$ cat src/rtl/lfsr_prbs_chk_sat_counter.sv
// Saturating up-counter with synchronous clear (module sat_counter).
// Clear has priority over increment, so a coincident event reads back as zero.
module sat_counter #(
   parameter int W = 32
) (
   input  logic         clk,
   input  logic         rst,
   input  logic         clr,
   input  logic         inc,
   output logic [W-1:0] count
);

   always_ff @(posedge clk) begin
      if (rst || clr) begin
         count <= '0;
      end else if (inc && (count != '1)) begin
         count <= count + W'(1);
      end
   end

endmodule

$ cat config.mk
export PLATFORM = sky130hd
export DESIGN_NAME = sat_counter
export DESIGN_NICKNAME = d
export VERILOG_FILES = /design/src/rtl/lfsr_prbs_chk_sat_counter.sv
export SDC_FILE = /design/constraint.sdc
export NUM_CORES = 1
export LEC_CHECK = 0
export CORE_UTILIZATION = 50
export DETAILED_ROUTE_END_ITERATION = 8
export GPL_ROUTABILITY_DRIVEN = 0
export GPL_TIMING_DRIVEN = 0
export HOLD_SLACK_MARGIN = 0.15
export PLACE_DENSITY_LB_ADDON = 0.25
export SYNTH_ARGS = -nofsm -noshare
export SYNTH_HDL_FRONTEND = slang
export SYNTH_SLANG_ARGS = --single-unit
$ cat constraint.sdc
create_clock -name clk -period 2.5 [get_ports clk]
set_input_delay 0.5 -clock clk [delete_from_list [all_inputs] [get_ports clk]]
set_output_delay 0.5 -clock clk [all_outputs]
set_load 0.1 [all_outputs]
==> results.cfg, run 1 <==
[routing]
ant_nets = 0
wl_per_cell_um = 15.0
vias = 1687
vias_per_cell = 6.11
drtIter0Drc = 136
first_pass_iters = 4
wl_um = 4150
drc = 0

[finish]
nNetsFinal = 236
largest_reg_flops = 32
drive_gt1_share_pct = 19.8
fillers = 248
largest_register = count
diodes = 0
areaGrowthSynthToFinish_pct = 29.5
reg.largest.list = count (32)

[logic_synthesis]
syn_nets = 194
synth.distinct_cells = 36
yosysSeqAreaShare_pct = 38.1
synth-edff-count = 0
yosysTopAreaCell = dfxtp_1
ys_seq_elements = 32
yosys-top-cells-count = 32 x dfxtp_1, 22 x a21oi_1, 15 x or3_1
ys_async_sr_fraction_pct = 0
syn_area_per_cell_um2 = 8.90
ys.flop_type = dfxtp_1
netlist_instances = 189
yosys_warnings = 0
synthTopCellsByArea = dfxtp_1 38%, a21oi_1 6.5%, or3_1 5.6%
synth_area_mm2 = 0.00168
yosysMostFrequentCell = dfxtp_1
yosysTopAreaCellShare_pct = 38.1

[die]
die_w_um = 60.0
pin_count = 36
row_count = 20
start_util_pct = 53.8
die_h_um = 60.0
core_area_mm2 = 0.00313
dieArea_mm2 = 0.00360

[power_and_ir_drop]
fin_total_pwr_mw = 0.861
p_leak_nw = 0.748
p_per_area_mw_per_mm2 = 395
peakVddDrop_mv = 0.329

[run_status]
outcome = finished clean

[setup_path]
r2r-start = count[0]
ff2ff_path_depth = 7
worstPathArrival_ns = 1.95
critPathMaxFanout = 6
criticalPathCategory = flop to output port
crit_family = buffers and inverters
cpPeakStageDelay_ns = 1.17
rr_endpoint = count[17]
critPathCaptureType = output port
crit_chain = clkdlybuf4s50_1
required_ns = 2.00
cpMaxStageDelayCell = clkdlybuf4s50_1
startpoint_type = flop
worst-r2r-setup-slack_ns = 0.38
cp_num_buf_inv = 1
crit_start = count[5]
cp_num_cells = 1

[clock_tree]
numClockSinks = 32
root_buffer = clkbuf_4
cts_tree = done
clk_pin_slew_ns = 0.09
numCtsBuffers = 5
ctsResizeCount = 0
clockBufferDepth = 2
holdBufCountCts = 0
insertion_delay_ns = 0.33
htreeDepth = 2
cts_setup_buffers = 0

[sta]
max_slew_margin_pct = 33.7
worst_pin_slew_ns = 0.992
fmax_ghz = 0.408
finalHoldViolCount = 0
period_share_pct = 98.0
setup_violations = 0
setup_slack_ns = 0.0509
rsz0062_at_grt = false
fin_crit_ns = 2.45
slew_violations = 0
clock_skew_ns = 0.00684

[min_path]
hold_class = flop to flop
hold-path-endpoint = count[15]
hold_depth = 2
worstHoldStart = count[15]

[placed_design]
port_buffers = 35
pre_cts_ws_ns = 0.109
place_hpwl_um = 2970

[grt]
grt.total_usage_pct = 25.6
grt_pass1_vias = 1583
antenna_found_initial = 0
grt_max_degree = 11
grt_overflow = 0
grt_pass1_wl_um = 6850

[flow_run]
cap_violations = 0
-- placed cells by master (no fill, tap or decap), types with 5 or more instances in the layout --
cell type,Yosys,routed
clkdlybuf4s50_1,0,27
o31ai_1,9,9
a21oi_2,7,7
nand2_1,12,12
clkbuf_4,0,5
a21oi_1,22,22
or3_1,15,15
dfxtp_2,0,8
nand4_1,8,8
dfxtp_1,32,24
o21ai_1,8,8
o21ai_0,10,10
or4_1,9,9
dlymetal6s2s_1,0,8
nand3_1,11,11
-- metal layers --
| layer | global-route usage, % | part of all wire (%) | vias to the layer above |
|---|---|---|---|
| li1 | - | - | 815 |
| met1 | 30.9 | 43 | 812 |
| met2 | 43.7 | 51 | 55 |
| met3 | 6.49 | 5.4 | 5 |
| met4 | 8.97 | 0.87 | 0 |
| met5 | 0 | 0 | - |
-- cell families (layout without fill, tap and decap cells) --
family                   count (synthesis)  in the layout  share of synthesized area [%]
AO/OA/AOI/OAI                           61             61                           24.7
XOR/XNOR                                 2              2                           1.04
adder cells (fa/ha/maj)                  1              1                          0.744
buffers and inverters                   12             55                           4.76
flip-flops                              32             32                           38.1
multiplexers                             1              1                          0.595
AND/OR/NAND/NOR                         80             80                           30.1
-- cell type report --
class	count	area [um2]	share of cell area, %
clock inverter	2	10.0	0.460
inverter	4	15.0	0.689
tap	44	55.1	2.53
clock buffer	6	51.3	2.35
multi-input combinational	145	961	44.1
timing repair buffer	35	370	17.0
sequential	32	651	29.9
buffer	8	65.1	2.99
-- report_power, final --
| part | internal, mW | switching [mW] | total, mW |
|---|---|---|---|
| Sequential | 0.511 | 0.00171 | 0.512 |
| Clock | 0.134 | 0.172 | 0.306 |
| Combinational | 0.0141 | 0.0288 | 0.0429 |
-- per-stage QoR --
stage / TNS (ns) / hold slack (ns) / util, % / area (um2) / instances
finish: 0 / 0.509 / 69.6 / 2180 / 276
global route: 0 / 0.539 / 69.6 / 2180 / 276
CTS: 0 / 0.508 / 69.0 / 2160 / 276
detailed placement: 0 / 0.495 / 67.0 / 2100 / 268
global placement: 0 / 0.482 / 67.0 / 2100 / 268
floorplan: -0.0125 / 0.660 / - / 1690 / 189
-- worst max-delay path by stage --
| stage | slack (ns) | endpoint |
|---|---|---|
| finish | 0.05 | count[5] |
| global route | 0.002 | count[5] |
| CTS | 0.001 | count[21] |
| detailed placement | 0.11 | count[19] |
| global placement | 0.14 | count[17] |
| floorplan | -0.01 | count[1] |
Note: power is estimated with default switching activity, not from simulation.
==> run 2: changes to the inputs <==
--- a/config.mk
+++ b/config.mk
@@ -5,6 +5,7 @@
 export SDC_FILE = /design/constraint.sdc
 export NUM_CORES = 1
 export LEC_CHECK = 0
+export CORE_ASPECT_RATIO = 1.1
 export CORE_UTILIZATION = 50
 export DETAILED_ROUTE_END_ITERATION = 8
 export GPL_ROUTABILITY_DRIVEN = 0
==> run 2 against run 1 <==
The run now ends with design-rule violations left. Die area about the same. Routed wire length up 0.24%. Final area about the same. Critical path type unchanged. Critical endpoint is now count[19]. Largest cell class unchanged. Largest power group unchanged.
==> results.cfg, run 2 (same netlist as run 1, synthesis figures left out) <==
[routing]
vias = 1668
drtIter0Drc = 94
ant_nets = 0
wl_um = 4160
vias_per_cell = 6.27
wl_per_cell_um = 15.6
drc = 3
first_pass_iters = 7

[power_and_ir_drop]
p_leak_nw = 0.757
p_per_area_mw_per_mm2 = 437
peakVddDrop_mv = 0.289

[die]
die_w_um = 57.3
pin_count = 36
row_count = 21
core_area_mm2 = 0.00313
start_util_pct = 53.8
dieArea_mm2 = 0.00360
die_h_um = 62.8

[flow_run]
cap_violations = 0

[sta]
fin_crit_ns = 2.43
worst_pin_slew_ns = 0.982
setup_violations = 0
max_slew_margin_pct = 34.3
fmax_ghz = 0.411
slew_violations = 0
finalHoldViolCount = 0
whs_ns = 0.512
period_share_pct = 97.3
clock_skew_ns = 0.0143
rsz0062_at_grt = false

[run_status]
violations = design-rule violations
outcome = complete, but fails checks

[clock_tree]
numCtsBuffers = 5
root_buffer = clkbuf_4
numClockSinks = 32
clockBufferDepth = 2
clk_pin_slew_ns = 0.10
htreeDepth = 2
cts_tree = done
insertion_delay_ns = 0.35

[setup_path]
critPathCaptureType = output port
worstPathArrival_ns = 1.93
cpMaxStageDelayCell = clkdlybuf4s50_1
crit_chain = clkdlybuf4s50_1
required_ns = 2.00
criticalPathCategory = flop to output port
crit_family = buffers and inverters
startpoint_type = flop
cp_num_buf_inv = 1
critPathMaxFanout = 6
cpPeakStageDelay_ns = 1.17

[finish]
fin_cells = 266
ff_latch_area_um2 = 651
mostFrequentLayoutCells = 26 x clkdlybuf4s50_1, 24 x dfxtp_1, 22 x a21oi_1
largest_reg_flops = 32
multi_input_area_um2 = 961
areaGrowthSynthToFinish_pct = 29.6
drive_gt1_share_pct = 19.4
reg.largest.list = count (32)
diodes = 0
largest_register = count
fillers = 251
nNetsFinal = 236
final_common_cell = clkdlybuf4s50_1

[placed_design]
place_hpwl_um = 2990
dpl.cell_count = 258
port_buffers = 35

[grt]
grt_pass1_wl_um = 7200
grt_pass1_vias = 1609
antenna_found_initial = 0
grt_overflow = 0
grt.total_usage_pct = 25.6
grt_max_degree = 11

[min_path]
hold_class = flop to flop
==> run 2: final timing paths <==
path	startpoint	to	slack, ns	cells past startpoint
worst max-delay path	count[19]	count[19]	0.07	1
worst min-delay path	count[16]	count[16]	0.51	2
worst max register to register	count[0]	count[1]	0.38	8
worst min register to register	count[16]	count[16]	0.51	2
==> run 2: final cells by class <==
type | instances | share of cell area, %
plain buffers | 8 | 2.99
clock buffers | 6 | 1.89
clock inverters | 2 | 1.61
inverters | 4 | 0.689
multi-input cells | 145 | 44.1
flip-flops and latches | 32 | 29.9
well taps | 34 | 1.95
repair buffers | 35 | 16.9
==> run 2: metrics by stage <==
stage | instance area [um2] | setup TNS (ns) | setup WS (ns) | util, % | total power, mW
floorplan | 1690 | -0.0125 | -0.0125 | - | 0.552
global placement | 2080 | 0 | 0.126 | 66.7 | 0.567
detailed placement | 2080 | 0 | 0.110 | 66.7 | 0.568
CTS | 2160 | 0 | 0.0157 | 69.1 | 0.955
global route | 2180 | 0 | 0.000618 | 69.7 | 0.988
finish | 2180 | 0 | 0.0678 | 69.7 | 0.953
==> run 2: metal layers <==
| layer | vias up | global-route usage, % | part of all wire [%] | wire length [um] |
|---|---|---|---|---|
| met5 | - | 0 | 0 | 0 |
| met4 | 0 | 14.6 | 2.8 | 116 |
| met3 | 16 | 7.25 | 4.0 | 166 |
| met2 | 45 | 40.9 | 50 | 2080 |
| met1 | 795 | 30.4 | 43 | 1790 |
| li1 | 812 | - | - | - |
==> run 2: power by group <==
part           switching [mW]  internal [mW]
sequential            0.00193          0.511
clock                   0.187          0.210
combinational          0.0292         0.0141
==> run 2: what timing repair did <==
action / in CTS / in global routing
setup endpoints to repair: 1 / 8
endpoints found under the hold margin: 0 / 0
hold buffers: 0 / 0
setup buffers: 0 / 0
gates resized for setup: 1 / 8
cloned: 0 / 0
==> run 3: changes to the inputs <==
--- a/config.mk
+++ b/config.mk
@@ -5,6 +5,7 @@
 export SDC_FILE = /design/constraint.sdc
 export NUM_CORES = 1
 export LEC_CHECK = 0
+export ABC_CLOCK_PERIOD_IN_PS = 2500
 export CORE_ASPECT_RATIO = 1.1
 export CORE_UTILIZATION = 50
 export DETAILED_ROUTE_END_ITERATION = 8
==> results of run 3 <==
The final DEF is identical to that of run 2; final timing and power are the same.
